### config.mk
export PLATFORM = sky130hd
export DESIGN_NAME = lru_tracker_param
export DESIGN_NICKNAME = d
export VERILOG_FILES = /design/src/rtl/lru_tracker_param.sv
export SDC_FILE = /design/constraint.sdc
export NUM_CORES = 1
export LEC_CHECK = 0
export CAP_MARGIN = 10
export CORE_ASPECT_RATIO = 1.4
export CORE_MARGIN = 2
export CORE_UTILIZATION = 25
export DETAILED_ROUTE_END_ITERATION = 7
export PLACE_DENSITY = 0.43
export SLEW_MARGIN = 30
export SYNTH_ARGS = -nofsm -noshare
export SYNTH_HDL_FRONTEND = slang
export SYNTH_SLANG_ARGS = --single-unit
export TNS_END_PERCENT = 5
### constraint.sdc
create_clock -name clk -period 4.1 [get_ports clk]
set_clock_uncertainty 0.2 [all_clocks]
set_input_delay 1.025 -clock clk [delete_from_list [all_inputs] [get_ports clk]]
set_output_delay 1.025 -clock clk [all_outputs]
set_load 0.05 [all_outputs]
### src/rtl/lru_tracker_param.sv
// Age-based LRU tracker: per-way aging registers plus a sequential victim search.
// Search latency WAYS+2 cycles from request to victim_valid; requests while busy are dropped.
module lru_tracker_param #(
    parameter int WAYS       = 4,
    parameter int AGE_W      = 3,
    parameter int AGE_PERIOD = 16
) (
    input  logic                     clk,
    input  logic                     rst,
    input  logic                     access_en,
    input  logic [WAYS-1:0]          hit_way,
    input  logic                     inv_en,
    input  logic [WAYS-1:0]          inv_way,
    input  logic [WAYS-1:0]          lock_mask,
    input  logic                     victim_req,
    output logic                     busy,
    output logic                     victim_valid,
    output logic [WAYS-1:0]          victim_way,
    output logic [$clog2(WAYS)-1:0]  victim_idx,
    output logic                     victim_none
);

    localparam int IDX_W = $clog2(WAYS);
    localparam int TMR_W = $clog2(AGE_PERIOD);
    localparam int CNT_W = $clog2(WAYS + 1);
    localparam logic [CNT_W-1:0] LAST_CNT = CNT_W'(WAYS);
    localparam logic [TMR_W-1:0] TMR_MAX  = TMR_W'(AGE_PERIOD - 1);

    typedef enum logic [1:0] {S_IDLE, S_SCAN, S_DONE} state_t;

    state_t state_q, state_d;

    logic [AGE_W-1:0] age_q      [WAYS];
    logic [AGE_W-1:0] age_d      [WAYS];
    logic [AGE_W-1:0] snap_age_q [WAYS];
    logic [TMR_W-1:0] timer_q, timer_d;
    logic [WAYS-1:0]  snap_lock_q;
    logic [CNT_W-1:0] cnt_q;
    logic             found_q;
    logic [AGE_W-1:0] best_age_q;
    logic [IDX_W-1:0] best_idx_q;

    logic [WAYS-1:0]  victim_way_q, victim_way_d;
    logic [IDX_W-1:0] victim_idx_q, victim_idx_d;
    logic             victim_none_q, victim_none_d;

    logic             scan_last;
    logic [IDX_W-1:0] scan_idx;
    logic             take_way;

    // Aging: periodic right shift halves history; invalidate wins over a same-cycle hit.
    always_comb begin
        timer_d = timer_q;
        for (int i = 0; i < WAYS; i++) begin
            age_d[i] = age_q[i];
        end
        if (access_en) begin
            for (int i = 0; i < WAYS; i++) begin
                if (timer_q == '0) begin
                    age_d[i] = {hit_way[i], age_q[i][AGE_W-1:1]};
                end else begin
                    age_d[i] = age_q[i] | {hit_way[i], {(AGE_W-1){1'b0}}};
                end
            end
            if (|hit_way) begin
                timer_d = (timer_q == TMR_MAX) ? '0 : timer_q + TMR_W'(1);
            end
        end
        if (inv_en) begin
            for (int i = 0; i < WAYS; i++) begin
                if (inv_way[i]) begin
                    age_d[i] = '0;
                end
            end
        end
    end

    always_ff @(posedge clk) begin
        if (rst) begin
            timer_q <= '0;
            for (int i = 0; i < WAYS; i++) begin
                age_q[i] <= '0;
            end
        end else begin
            timer_q <= timer_d;
            for (int i = 0; i < WAYS; i++) begin
                age_q[i] <= age_d[i];
            end
        end
    end

    assign scan_last = (cnt_q == LAST_CNT);
    assign scan_idx  = cnt_q[IDX_W-1:0];

    // Strict less-than keeps the lowest index on ties.
    always_comb begin
        take_way = 1'b0;
        if (!scan_last && !snap_lock_q[scan_idx]) begin
            take_way = !found_q || (snap_age_q[scan_idx] < best_age_q);
        end
    end

    always_ff @(posedge clk) begin
        if (rst) begin
            state_q <= S_IDLE;
        end else begin
            state_q <= state_d;
        end
    end

    always_comb begin
        state_d = state_q;
        case (state_q)
            S_IDLE:  if (victim_req) state_d = S_SCAN;
            S_SCAN:  if (scan_last)  state_d = S_DONE;
            S_DONE:  state_d = S_IDLE;
            default: state_d = S_IDLE;
        endcase
    end

    always_comb begin
        busy         = (state_q != S_IDLE);
        victim_valid = (state_q == S_DONE);
    end

    always_comb begin
        victim_way_d  = victim_way_q;
        victim_idx_d  = victim_idx_q;
        victim_none_d = victim_none_q;
        if (state_q == S_SCAN && scan_last) begin
            victim_none_d = !found_q;
            victim_idx_d  = found_q ? best_idx_q : '0;
            victim_way_d  = '0;
            if (found_q) begin
                victim_way_d[best_idx_q] = 1'b1;
            end
        end
    end

    always_ff @(posedge clk) begin
        if (rst) begin
            snap_lock_q   <= '0;
            cnt_q         <= '0;
            found_q       <= 1'b0;
            best_age_q    <= '0;
            best_idx_q    <= '0;
            victim_way_q  <= '0;
            victim_idx_q  <= '0;
            victim_none_q <= 1'b0;
            for (int i = 0; i < WAYS; i++) begin
                snap_age_q[i] <= '0;
            end
        end else begin
            victim_way_q  <= victim_way_d;
            victim_idx_q  <= victim_idx_d;
            victim_none_q <= victim_none_d;
            if (state_q == S_IDLE && victim_req) begin
                snap_lock_q <= lock_mask;
                cnt_q       <= '0;
                found_q     <= 1'b0;
                for (int i = 0; i < WAYS; i++) begin
                    snap_age_q[i] <= age_q[i];
                end
            end else if (state_q == S_SCAN && !scan_last) begin
                cnt_q <= cnt_q + CNT_W'(1);
                if (take_way) begin
                    found_q    <= 1'b1;
                    best_age_q <= snap_age_q[scan_idx];
                    best_idx_q <= scan_idx;
                end
            end
        end
    end

    assign victim_way  = victim_way_q;
    assign victim_idx  = victim_idx_q;
    assign victim_none = victim_none_q;

endmodule

==> run_results.csv <==
group,metric,value,unit
logic_synthesis,synth_seq_area_share,53.2,%
grt,grt_usage,9.21,%
setup_path,cp_slowest_cell,"clkdlybuf4s50_1",
floorplanning,die_y,115,um
logic_synthesis,async_flop_share,0,%
sta,max_freq,355,MHz
grt,grt_pass1_wl,6960,um
grt,gr-usage-met3,2.02,%
sta,max-slew-margin-rel,49.8,%
setup_path,cp_cell_sequence,"nor2b_1, clkdlybuf4s50_1",
floorplanning,die_w,83.0,um
worst_hold_path,hold_path_class,"reg -> reg",
route,wl_per_cell,12.1,um
cts,clockRootBuffer,"clkbuf_16",
cts,cts_buffer_depth,2,
setup_path,cp_max_fo,4,
route,drt_iter0_drc,42,
sta,grt_setup_unrepaired,"false",
cells_and_area,fillers,875,
cts,h-tree-depth,2,
cells_and_area,n_antenna_cell,0,
cts,clock-sinks,52,
sta,drv_slew,0,
sta,finalHoldViolations,0,
logic_synthesis,synth_top_family_by_area,"simple AND/OR/NAND/NOR gates",
setup_path,path_buf_inv,1,
logic_synthesis,synth_xor_area_share,1.20,%
pwr,ir_drop,0.000181,V
route,final_antenna_net_count,0,
sta,worst_pin_slew,750,ps
grt,grt_overflow_total,0,
logic_synthesis,synth_area,0.00218,mm2
logic_synthesis,netlist.area_leader.share,36.7,%
floorplanning,start_util,25.5,%
pwr,internal-power,0.870,mW
placement,dp_hpwl,3130,um
cts,postCtsHoldBufs,0,
grt,top_usage_layer,"met2",
route,drt-pass1-iter-count,3,
cells_and_area,drive_gt1_share,5.39,%
cells_and_area,nets,263,
grt,grt_max_degree,20,
cts,numCtsBuffers,5,
pwr,pwr_density_cell,415,mW/mm2
logic_synthesis,synth_edf_count,12,
setup_path,arrival,1590,ps
cells_and_area,multi_input_area,948,um2
setup_path,slowest_delay,800,ps
pwr,clkPwrFrac,41.7,%
cts,post-cts-setup-buffers,0,
placement,gp_congestion,0.674,
grt,grtUsageMet2,17.1,%
cts,path_clk_slew,70,ps
grt,grt_pass1_vias,1488,
logic_synthesis,syn_nets,239,
logic_synthesis,yosysWarnings,0,
sta,finalSetupViolCount,0,
pwr,power_frac_comb,8.8,%
logic_synthesis,ys_top_cells_by_area,"dfxtp_1 37%, edfxtp_1 16%, nand2_1 5.3%, a21oi_1 4.8%, and2_1 3.4%",
sta,tns,0,ps
cts,clock_latency,290,ps
cells_and_area,seq_area,0.00116,mm2
sta,final.min_clock_period,2820,ps
flow_run,drv_cap,0,
pwr,switchingPower,0.252,mW
logic_synthesis,post_synth_and_or_nand_nor_area_fraction,19.9,%
route,dr_total_vias,1534,
floorplanning,core_area,0.00856,mm2
setup_path,worstSetupPathType,"reg -> out",
floorplanning,die-area,0.00951,mm2
pwr,p_leak,0.959,nW
setup_path,start_kind,"flip-flop",
logic_synthesis,avgSynthCellArea,10.1,um2
logic_synthesis,synth_adder_area_share,3.44,%
route,wl,4200,um
logic_synthesis,syn_inst,216,
cts,post_cts_resized,0,
sta,post-route-period-util,68.7,%
grt,grt_antenna_before_repair,0,
logic_synthesis,synth.largest_area_cell,"dfxtp_1",
status,status,"finished clean",
pwr,p_seq_share,49.5,%
logic_synthesis,synth_cell_type_count,34,
logic_synthesis,ys_seq_elements,52,
route,via_per_inst,4.43,
floorplanning,row_count,40,
pwr,total_power,1.12,mW
pwr,swShare,22.4,%
setup_path,cp-end-kind,"output port",
grt,met1_usage,9.62,%
setup_path,crit_family,"buffers and inverters",
setup_path,critical_path_required,2870,ps
floorplanning,io_pins,26,
cells_and_area,area_growth,23.8,%
logic_synthesis,synth_compound_area_share,12.6,%
logic_synthesis,synthMuxAreaShare,6.30,%
placement,io_buffers,25,
logic_synthesis,ys.flop_type,"dfxtp_1",
route,drc,0,
cts,cts_tree,"done",
## power groups by stage
stage                     combinational, mW  clock, mW  sequential [mW]
after floorplan                      0.0705          0            0.563
final                                0.0984      0.468            0.556
after CTS                             0.101      0.486            0.557
after global routing                  0.110      0.500            0.559
after global placement               0.0998          0            0.568
after detailed placement              0.100          0            0.568
## layer usage
metal / part of all wire, % / up-vias
li1: - / 798
met5: 0 / -
met2: 54 / 22
met4: 2.2 / 0
met1: 41 / 706
met3: 2.6 / 8
## through the flow
step                setup slack, ps  util, %  std cells  hold WS (ps)  area, um2
detailed placement             1010     29.6        338           248       2530
CTS                            1260     31.6        346           258       2710
global placement               1060     29.6        338           243       2530
global route                   1220     31.6        346           276       2710
finish                         1280     31.6        346           251       2710
floorplan                      1790        -        216           231       2180
## placed cells by master, fill, tap and decap left out, drive strengths merged
cell,netlist,routed
a21o,4,4
nand2,31,31
o41a,1,1
o21a,2,2
a211oi,1,1
o21ai,2,2
xor2,2,2
ha,6,6
and2,12,12
clkinv,0,1
a22o,4,4
and3,1,1
a22oi,4,4
edfxtp,12,12
xnor2,1,1
inv,9,9
o31ai,1,1
buf,2,1
nor2b,2,2
nor2,17,17
nand2b,9,9
clkbuf,7,7
nand4,1,1
a21oi,21,21
mux2i,4,4
a2111oi,1,1
o41ai,1,1
mux4,4,4
nor3b,1,1
nand4b,3,3
or4,1,1
nand3,9,9
dfxtp,40,40
clkdlybuf4s50,0,25
## tightest hold or removal path, delay by kind of cell (launching register included)
family / cells / cell delay, ps
compound gates: 1 / 50
flops: 1 / 310
simple gates: 1 / 50
## final timing paths
kind	start	endpoint	slack, ps	depth (start not counted)
worst max-delay path	state_q[1]	victim_valid	1280	2
worst min-delay path	victim_way[1]	victim_way[1]	250	2
worst max register to register	flip-flop	best_idx_q[0]	1550	5
worst min register to register	victim_way[1]	victim_way[1]	250	2
## state kept, by name, indices dropped and copies added (netlist names), named ones only
register     count
state_q          2
age_q           12
victim_idx       2
victim_none      1
snap_age_q      12
snap_lock_q      4
timer_q          4
best_age_q       3
found_q          1
victim_way       4
best_idx_q       2
cnt_q            3
## Yosys cell counts, drive strengths merged (6+ instances only)
| library cell | instances |
|---|---|
| a21oi | 21 |
| and2 | 12 |
| clkbuf | 7 |
| dfxtp | 40 |
| edfxtp | 12 |
| ha | 6 |
| inv | 9 |
| nand2 | 31 |
| nand2b | 9 |
| nand3 | 9 |
| nor2 | 17 |
## cells by family after synthesis
family | Yosys count
AO/OA/AOI/OAI | 42
buffers and inverters | 18
XOR/XNOR | 3
multiplexers | 8
flip-flops | 52
AND/OR/NAND/NOR | 87
adder cells (fa/ha/maj) | 6
## layout make-up
cell class | count | share of cell area, %
well taps | 105 | 4.86
clock buffers | 7 | 6.06
multi-input cells | 146 | 35.1
flip-flops and latches | 52 | 42.9
clock inverters | 1 | 0.324
inverters | 9 | 1.25
repair buffers | 26 | 9.53
No activity file was read; power rests on OpenSTA's default activity.
